==> src/rtl/alu_issue_ctrl_if.sv <==
`default_nettype none
// ============================================================================
// alu_issue_ctrl_if : request, ALU-control and response bundle for alu_issue_ctrl
// Rev 1.0
// ============================================================================

interface alu_issue_ctrl_if #(
  parameter int ARQ = 16
);
  logic           req_valid;
  logic           req_ready;
  logic [1:0]     req_op;
  logic [ARQ-1:0] req_a;
  logic [ARQ-1:0] req_b;
  logic [ARQ-1:0] req_c;

  logic [ARQ-1:0] alu_data1;
  logic [ARQ-1:0] alu_data2;
  logic [ARQ-1:0] alu_data3;
  logic [1:0]     alu_ctrl;
  logic           modexp_rst;
  logic [ARQ-1:0] alu_result;
  logic           alu_z;
  logic           alu_mod_fin;

  logic           rsp_valid;
  logic           rsp_ready;
  logic [ARQ-1:0] rsp_result;
  logic           rsp_z;
  logic           rsp_err;

  // Controller side: initiator toward the ALU, target toward the pipeline
  modport master (
    input  req_valid, req_op, req_a, req_b, req_c,
    input  alu_result, alu_z, alu_mod_fin,
    input  rsp_ready,
    output req_ready,
    output alu_data1, alu_data2, alu_data3, alu_ctrl, modexp_rst,
    output rsp_valid, rsp_result, rsp_z, rsp_err
  );

  modport slave (
    output req_valid, req_op, req_a, req_b, req_c,
    output alu_result, alu_z, alu_mod_fin,
    output rsp_ready,
    input  req_ready,
    input  alu_data1, alu_data2, alu_data3, alu_ctrl, modexp_rst,
    input  rsp_valid, rsp_result, rsp_z, rsp_err
  );
endinterface

`default_nettype wire

==> src/rtl/alu_issue_ctrl.sv <==
`default_nettype none
// ============================================================================
// alu_issue_ctrl : issues add/sub/mod-exp to the ALU, returns result via rsp port
// Optional mod-exp watchdog: define MODEXP_TIMEOUT_EN.          Rev 1.0
// ============================================================================

module alu_issue_ctrl #(
  parameter int ARQ            = 16,
  parameter int TIMEOUT_CYCLES = 4096
) (
  input  wire logic        clk,
  input  wire logic        rst,
  alu_issue_ctrl_if.master bus
);

  localparam logic [1:0] c_OP_ADD = 2'b00;
  localparam logic [1:0] c_OP_SUB = 2'b01;
  localparam logic [1:0] c_OP_MX  = 2'b10;
  localparam logic [1:0] c_OP_INV = 2'b11;

  typedef enum logic [2:0] {
    S_IDLE   = 3'd0,
    S_DRIVE  = 3'd1,
    S_MX_CLR = 3'd2,
    S_MX_RUN = 3'd3,
    S_RESP   = 3'd4
  } state_t;

  state_t         r_state;
  state_t         w_next;
  logic [ARQ-1:0] r_data1;
  logic [ARQ-1:0] r_data2;
  logic [ARQ-1:0] r_data3;
  logic [1:0]     r_ctrl;
  logic [ARQ-1:0] r_result;
  logic           r_z;
  logic           r_err;
  logic           r_rsp_valid;
  logic           w_accept;
  logic           w_capture;
  logic           w_tmo;
  logic           w_req_ready;
  logic           w_modexp_rst;

  assign w_accept  = (r_state == S_IDLE) && bus.req_valid;
  assign w_capture = (r_state == S_DRIVE) ||
                     ((r_state == S_MX_RUN) && bus.alu_mod_fin);

`ifdef MODEXP_TIMEOUT_EN
  localparam int             c_CNT_W = $clog2(TIMEOUT_CYCLES + 1);
  localparam logic [c_CNT_W-1:0] c_LIMIT = c_CNT_W'(TIMEOUT_CYCLES);

  logic [c_CNT_W-1:0] r_cnt;

  // Cleared during MX_CLR so the first MX_RUN cycle sees zero
  always_ff @(posedge clk or posedge rst) begin
    if (rst) begin
      r_cnt <= '0;
    end else if (r_state == S_MX_CLR) begin
      r_cnt <= '0;
    end else if ((r_state == S_MX_RUN) && (r_cnt != c_LIMIT)) begin
      r_cnt <= r_cnt + 1'b1;
    end
  end

  assign w_tmo = (r_state == S_MX_RUN) && !bus.alu_mod_fin && (r_cnt == c_LIMIT);
`else
  assign w_tmo = 1'b0;
`endif

  always_ff @(posedge clk or posedge rst) begin
    if (rst) begin
      r_state <= S_IDLE;
    end else begin
      r_state <= w_next;
    end
  end

  always_comb begin
    w_next       = r_state;
    w_req_ready  = (r_state == S_IDLE) && !rst;
    w_modexp_rst = rst || (r_state == S_MX_CLR);
    case (r_state)
      S_IDLE: begin
        if (bus.req_valid) begin
          case (bus.req_op)
            c_OP_ADD, c_OP_SUB: w_next = S_DRIVE;
            c_OP_MX:            w_next = S_MX_CLR;
            default:            w_next = S_RESP;
          endcase
        end
      end
      S_DRIVE:  w_next = S_RESP;
      S_MX_CLR: w_next = S_MX_RUN;
      S_MX_RUN: begin
        if (bus.alu_mod_fin || w_tmo) begin
          w_next = S_RESP;
        end
      end
      S_RESP: begin
        if (bus.rsp_ready) begin
          w_next = S_IDLE;
        end
      end
      default: w_next = S_IDLE;
    endcase
  end

  always_ff @(posedge clk or posedge rst) begin
    if (rst) begin
      r_data1     <= '0;
      r_data2     <= '0;
      r_data3     <= '0;
      r_ctrl      <= '0;
      r_result    <= '0;
      r_z         <= 1'b0;
      r_err       <= 1'b0;
      r_rsp_valid <= 1'b0;
    end else begin
      r_rsp_valid <= (w_next == S_RESP);
      if (w_accept) begin
        r_data1 <= bus.req_a;
        r_data2 <= bus.req_b;
        r_data3 <= bus.req_c;
        // An invalid op never reaches the ALU, so its control is left alone
        if (bus.req_op != c_OP_INV) begin
          r_ctrl <= bus.req_op;
        end
      end
      if (w_capture) begin
        r_result <= bus.alu_result;
        r_z      <= bus.alu_z;
        r_err    <= 1'b0;
      end else if (w_accept && (bus.req_op == c_OP_INV)) begin
        r_result <= '0;
        r_z      <= 1'b1;
        r_err    <= 1'b1;
      end else if (w_tmo) begin
        r_result <= '0;
        r_z      <= 1'b0;
        r_err    <= 1'b1;
      end
    end
  end

  assign bus.req_ready  = w_req_ready;
  assign bus.modexp_rst = w_modexp_rst;
  assign bus.alu_data1  = r_data1;
  assign bus.alu_data2  = r_data2;
  assign bus.alu_data3  = r_data3;
  assign bus.alu_ctrl   = r_ctrl;
  assign bus.rsp_valid  = r_rsp_valid;
  assign bus.rsp_result = r_result;
  assign bus.rsp_z      = r_z;
  assign bus.rsp_err    = r_err;

endmodule

`default_nettype wire

==> src/flat_wrapper.sv <==
// flat-port wrapper written by rule: the top's interface ports become plain ports
module alu_issue_ctrl_flat 
#(
  parameter int ARQ            = 16,
  parameter int TIMEOUT_CYCLES = 4096
)
  (clk, rst, bus_req_valid, bus_req_op, bus_req_a, bus_req_b, bus_req_c, bus_alu_result, bus_alu_z, bus_alu_mod_fin, bus_rsp_ready, bus_req_ready, bus_alu_data1, bus_alu_data2, bus_alu_data3, bus_alu_ctrl, bus_modexp_rst, bus_rsp_valid, bus_rsp_result, bus_rsp_z, bus_rsp_err);
  alu_issue_ctrl_if #(.ARQ(ARQ)) bus_i ();
  input  wire logic clk;
  input  wire logic rst;
  input wire logic [$bits(bus_i.req_valid)-1:0] bus_req_valid;
  input wire logic [$bits(bus_i.req_op)-1:0] bus_req_op;
  input wire logic [$bits(bus_i.req_a)-1:0] bus_req_a;
  input wire logic [$bits(bus_i.req_b)-1:0] bus_req_b;
  input wire logic [$bits(bus_i.req_c)-1:0] bus_req_c;
  input wire logic [$bits(bus_i.alu_result)-1:0] bus_alu_result;
  input wire logic [$bits(bus_i.alu_z)-1:0] bus_alu_z;
  input wire logic [$bits(bus_i.alu_mod_fin)-1:0] bus_alu_mod_fin;
  input wire logic [$bits(bus_i.rsp_ready)-1:0] bus_rsp_ready;
  output wire logic [$bits(bus_i.req_ready)-1:0] bus_req_ready;
  output wire logic [$bits(bus_i.alu_data1)-1:0] bus_alu_data1;
  output wire logic [$bits(bus_i.alu_data2)-1:0] bus_alu_data2;
  output wire logic [$bits(bus_i.alu_data3)-1:0] bus_alu_data3;
  output wire logic [$bits(bus_i.alu_ctrl)-1:0] bus_alu_ctrl;
  output wire logic [$bits(bus_i.modexp_rst)-1:0] bus_modexp_rst;
  output wire logic [$bits(bus_i.rsp_valid)-1:0] bus_rsp_valid;
  output wire logic [$bits(bus_i.rsp_result)-1:0] bus_rsp_result;
  output wire logic [$bits(bus_i.rsp_z)-1:0] bus_rsp_z;
  output wire logic [$bits(bus_i.rsp_err)-1:0] bus_rsp_err;
  assign bus_i.req_valid = bus_req_valid;
  assign bus_i.req_op = bus_req_op;
  assign bus_i.req_a = bus_req_a;
  assign bus_i.req_b = bus_req_b;
  assign bus_i.req_c = bus_req_c;
  assign bus_i.alu_result = bus_alu_result;
  assign bus_i.alu_z = bus_alu_z;
  assign bus_i.alu_mod_fin = bus_alu_mod_fin;
  assign bus_i.rsp_ready = bus_rsp_ready;
  assign bus_req_ready = bus_i.req_ready;
  assign bus_alu_data1 = bus_i.alu_data1;
  assign bus_alu_data2 = bus_i.alu_data2;
  assign bus_alu_data3 = bus_i.alu_data3;
  assign bus_alu_ctrl = bus_i.alu_ctrl;
  assign bus_modexp_rst = bus_i.modexp_rst;
  assign bus_rsp_valid = bus_i.rsp_valid;
  assign bus_rsp_result = bus_i.rsp_result;
  assign bus_rsp_z = bus_i.rsp_z;
  assign bus_rsp_err = bus_i.rsp_err;
  alu_issue_ctrl #(.ARQ(ARQ), .TIMEOUT_CYCLES(TIMEOUT_CYCLES)) u_core (.clk(clk), .rst(rst), .bus(bus_i));
endmodule
==> config.mk <==
export PLATFORM = sky130hd
export DESIGN_NAME = alu_issue_ctrl_flat
export DESIGN_NICKNAME = d
export VERILOG_FILES = /design/src/rtl/alu_issue_ctrl_if.sv /design/src/rtl/alu_issue_ctrl.sv /design/src/flat_wrapper.sv
export SDC_FILE = /design/constraint.sdc
export NUM_CORES = 1
export LEC_CHECK = 0
export ABC_AREA = 1
export CELL_PAD_IN_SITES_DETAIL_PLACEMENT = 1
export CELL_PAD_IN_SITES_GLOBAL_PLACEMENT = 2
export CORE_AREA = 5 5 132 122
export CTS_CLUSTER_DIAMETER = 40
export DETAILED_ROUTE_END_ITERATION = 7
export DIE_AREA = 0 0 137 127
export MAX_ROUTING_LAYER = met4
export PLACE_DENSITY = 0.83
export SETUP_SLACK_MARGIN = 0.2
export SLEW_MARGIN = 20
export SYNTH_ARGS = -nofsm -noshare
export SYNTH_HDL_FRONTEND = slang
export SYNTH_SLANG_ARGS = --single-unit
==> constraint.sdc <==
create_clock -name clk -period 2.1 [get_ports clk]
set_clock_uncertainty 0.1 [all_clocks]
set_input_delay 0.21 -clock clk [delete_from_list [all_inputs] [get_ports clk]]
set_output_delay 0.21 -clock clk [all_outputs]
set_load 0.02 [all_outputs]
Yosys cells after proc, flatten, opt, wreduce, memory -nomap -nowiden
Cells that the tools add are included.

word-level totals
  register bits after elaboration = 72

operators by class
  eq/ne operators = 9
  mux-type cells = 10
  reduce and logical (&&, ||, !) cells = 12

operators by type and width
  operator              number
  $mux W16              2
  $pmux W3 S5           1
  $mux W3               3
  $eq A3 B2 Y1 const B  2
  $eq A3 B3 Y1 const B  2
  $pmux W3 S2           1
  $eq A2 B2 Y1 const B  2
  $logic_and A1 B1 Y1   4
  $eq A3 B1 Y1 const B  1
  $logic_not A3 Y1      1
  $mux W1               3
  $eq A2 B1 Y1 const B  1
  $logic_not A2 Y1      1
  $logic_or A1 B1 Y1    2
  $ne A2 B2 Y1 const B  1
  $reduce_and A2 Y1     1
  $reduce_bool A2 Y1    1
  $reduce_or A2 Y1      1
  $logic_not A1 Y1      1

Depth between registers and ports, before layout
  depth in word-level cells = 6
  depth in mapped cells = 7
  depth with buffers taken out = 7

Worst setup path after synthesis
Ideal clock, no wire load.

  path type = in2out
  start point = input rst
  end point = output bus_modexp_rst
  arrival = 2182 ps
  data required time = 1790 ps
  setup slack = -392 ps
  stages on the path = 2
  path buffers = 0
  cells stage by stage = inv_1 -> nand2_1

on the way
  word-level cells in the longest chain between the ends = 1

RTL lines
  what                line                  text
  start: declaration  flat_wrapper.sv:10    input wire logic rst;
  $logic_or A1 B1 Y1  alu_issue_ctrl.sv:82  w_modexp_rst = rst || (r_state == S_MX_CLR);
  end: declaration    flat_wrapper.sv:25    output wire logic [$bits(bus_i.modexp_rst)-1:0] bus_modexp_rst;

No other way between the ends.

Worst setup path in the final report
  start point = register u_core.r_state[2]
  end point = output bus_modexp_rst

on the way
  word-level cells in the longest chain between the ends = 2

RTL lines
  what                      line                  text
  start: declaration        alu_issue_ctrl.sv:29  state_t r_state;
  start signal: assignment  alu_issue_ctrl.sv:75  r_state <= w_next;
  $eq A3 B2 Y1              alu_issue_ctrl.sv:82
  $logic_or A1 B1 Y1        alu_issue_ctrl.sv:82

No other way between the ends.

==> flow_metrics.py <==
metrics = {
    "clock_network": {
        "cts.reportedPaths.clkPinSlew_ns": 0.06,
        "clock_latency_reported_for_the_late_side_of_the_worst_skew_pair_ns": 0.34,
        "cts_inserted_buffers": 9,
        "postCtsSetupBuffers": 0,
        "cts_tree": "built",
        "ctsRootBufferMaster": "sky130_fd_sc_hd__clkbuf_16",
        "clk_sinks": 72,
        "hold_buffer_count_at_cts": 0,
        "htree_num_levels": 3,
        "clock_path_buffers": 2,
    },
    "die": {
        "row_count": 42,
        "die_height_um": 127,
        "fp.dieW_um": 137,
        "pin_count": 143,
        "die_area_mm2": 0.0174,
        "core_area_mm2": 0.0145,
        "initial_core_util_pct": 19.7,
    },
    "yosys": {
        "synth_top_family_by_area": "simple AND/OR/NAND/NOR gates",
        "postSynthAreaPerCell_um2": 8.73,
        "synth_xor_xnor_area_share_pct": 0,
        "mappedNetlistNets": 398,
        "ys_warn_count": 0,
        "synth_compound_area_share_pct": 0.880,
        "synth_cells": 326,
        "synth-simple-area-share_pct": 31.1,
        "synth_top_area_share_pct": 63.3,
        "synth_sequential_area_ratio_pct": 63.3,
        "synth_top_area_cell": "sky130_fd_sc_hd__dfrtp_1",
        "synth_cell_types": 16,
        "synthMuxAreaShare_pct": 0,
        "ys_seq_elements": 72,
        "largest_cells_by_area_after_synthesis": "sky130_fd_sc_hd__dfrtp_1 63%, sky130_fd_sc_hd__nand2_1 25%, sky130_fd_sc_hd__nand3_1 3.3%",
        "post_synth_instance_area_mm2": 0.00285,
        "synth_fa_ha_area_share_pct": 0,
    },
    "critical_path": {
        "crit_path_max_fanout": 7,
        "crit_path_end_kind": "output port",
        "rr_worst_depth": 5,
        "cp_data_arrival_time_ns": 1.49,
        "setup.worst_path.start": "u_core.r_state[2]$_DFF_PP0_",
        "ff_to_ff_start": "u_core.r_state[2]$_DFF_PP0_",
        "r2r_end": "u_core.bus.alu_data3[13]$_DFFE_PP0P_",
        "setup.worst_path.start_class": "register",
        "reg_to_reg_setup_timing_slack_ns": 0.40,
        "worstPathRequired_ns": 1.79,
        "critical_path_class": "register to output port",
        "crit_path_end": "bus_modexp_rst",
    },
    "global_route": {
        "grt-ovfl-total": 0,
        "grt_usage_pct": 11.7,
        "maximum_number_of_pins_on_one_net_before_global_route_repair": 73,
        "grt_pass1_wl_mm": 15.5,
        "antenna_found_initial": 0,
        "number_of_global_route_vias_before_repair": 2984,
    },
    "layout": {
        "design.final.nets": 544,
        "num_antenna_cells": 0,
        "mostFrequentLayoutCell": "sky130_fd_sc_hd__nand2_1",
        "areaGrowthSynthToFinish_pct": 68.9,
        "multi_input_comb_area_um2": 918,
        "layout.area.seq_mm2": 0.00180,
        "drive_above_1_share_pct": 6.29,
        "layout.cells.most_common_list": "192 x sky130_fd_sc_hd__nand2_1, 140 x sky130_fd_sc_hd__clkdlybuf4s50_1, 72 x sky130_fd_sc_hd__dfrtp_1",
        "n_fill_cell": 1656,
    },
    "power_and_ir_drop": {
        "power.static_leakage_uw": 0.00233,
        "vdd.ir_drop.worst_v": 0.000514,
        "power_density_mw_per_mm2": 1600,
    },
    "timing": {
        "max_slew.worst_pin.slew_ns": 0.929,
        "timing.final.max_slew_violations": 0,
        "setup_tns_ns": 0,
        "minimum_clock_period_after_layout_ns": 1.80,
        "report.final.setup_viol": 0,
        "layout_setup_ws_ns": 0.297,
        "grt_setup_unrepaired": "false",
        "final.hold.worst_slack_ns": 0.308,
        "report.final.hold_viol_count": 0,
        "layout_worst_path_cycle_share_pct": 85.8,
        "timing.slew.headroom_pct": 38.1,
        "maxClockFrequency_mhz": 555,
    },
    "detailed_routing": {
        "detailedRoute.firstPassIterationCount": 4,
        "route.antenna.remaining_nets": 0,
        "drc": 0,
        "routed_via_density": 3.96,
        "wl_per_cell_um": 14.2,
        "routed-via-count": 2672,
        "drt_wl_total_mm": 9.57,
        "drt_iter0_markers": 55,
    },
    "outcome": {
        "status": "finished, final reports clean",
    },
    "placement": {
        "placement.setup.worst_slack_ns": 0.238,
        "numPortBuffers": 142,
        "place.gp.congestion": 0.710,
        "dp_hpwl_mm": 7.09,
    },
    "hold_path": {
        "worstHoldPathType": "input port to register",
    },
    "job": {
        "maxCapViolations": 0,
    },
}
## timing repair
action | 4_1_cts | 5_1_grt
resized for setup | 2 | 0
hold endpoints to repair | 0 | 0
setup endpoints to repair | 2 | 0
## cell type report
cell class,count,area share [%]
Timing Repair Buffer,149,30.6
Multi-Input combinational cell,229,19.1
Tap cell,198,5.15
Clock inverter,6,1.72
Clock buffer,10,4.97
Sequential cell,72,37.5
Inverter,11,0.937
## critical path, stage by stage, from the launching register on
cell and delay (ns):
sky130_fd_sc_hd__dfrtp_1 0.47, sky130_fd_sc_hd__nor2_1 0.17, sky130_fd_sc_hd__nand2_1 0.12, sky130_fd_sc_hd__nand2_4 0.06, sky130_fd_sc_hd__dlygate4sd2_1 0.33
## cell usage after synthesis (all sizes together)
| library cell | n |
|---|---|
| nor3 | 1 |
| o21ai | 4 |
| nand4 | 3 |
| nand2 | 194 |
| dfrtp | 72 |
| nand3b | 1 |
| nor2 | 5 |
| nand3 | 20 |
| buf | 14 |
| inv | 11 |
| a21oi | 1 |
## sequential cells by signal, indices dropped and copies added (netlist names)
| signal | flops |
|---|---|
| u_core.bus.alu_data2 | 16 |
| u_core.r_state | 3 |
| u_core.bus.rsp_z | 1 |
| u_core.bus.rsp_err | 1 |
| u_core.bus.rsp_result | 16 |
| u_core.bus.alu_data1 | 16 |
| u_core.bus.alu_ctrl | 2 |
| u_core.bus.rsp_valid | 1 |
| u_core.bus.alu_data3 | 16 |
## cells by family (layout without fill, tap and decap cells)
family,after synthesis,after routing
simple gates,224,224
buf+inv,25,176
compound gates,5,5
flops,72,72
## report_power, final
group          switching, µW  internal, µW
sequential               381          2030
clock                    587          1070
combinational           2040          1570
## how the worst min path moves through the flow
stage,from,endpoint,slack [ns],cells after the start
finish,bus_req_a[12],u_core.bus.alu_data1[12]$_DFFE_PP0P_,0.31,3
floorplan,bus_req_a[0],u_core.bus.alu_data1[0]$_DFFE_PP0P_,0.22,2
CTS,bus_req_a[12],u_core.bus.alu_data1[12]$_DFFE_PP0P_,0.29,3
global placement,u_core.bus.alu_data2[9]$_DFFE_PP0P_,u_core.bus.alu_data2[9]$_DFFE_PP0P_,0.36,2
global route,bus_req_c[4],u_core.bus.alu_data3[4]$_DFFE_PP0P_,0.30,3
detailed placement,u_core.bus.alu_data3[15]$_DFFE_PP0P_,u_core.bus.alu_data3[15]$_DFFE_PP0P_,0.37,2
## per-stage QoR
step / total power [µW] / utilization, % / cells / instance area, µm²
after global placement: 6010 / 31.0 / 659 / 4490
after floorplan: 4320 / - / 326 / 2860
final: 7680 / 33.3 / 675 / 4810
after detailed placement: 6140 / 31.0 / 659 / 4490
after CTS: 7860 / 33.3 / 675 / 4810
after global routing: 8240 / 33.3 / 675 / 4810
## layer usage
metal	GRT usage (%)	vias up	routed length [µm]
met4	3.76	0	153
met1	13.0	1294	3950
met2	19.4	84	4880
li1	-	1286	-
met3	4.52	8	589
met5	-	-	0
Note: power is estimated with default switching activity, not from simulation.
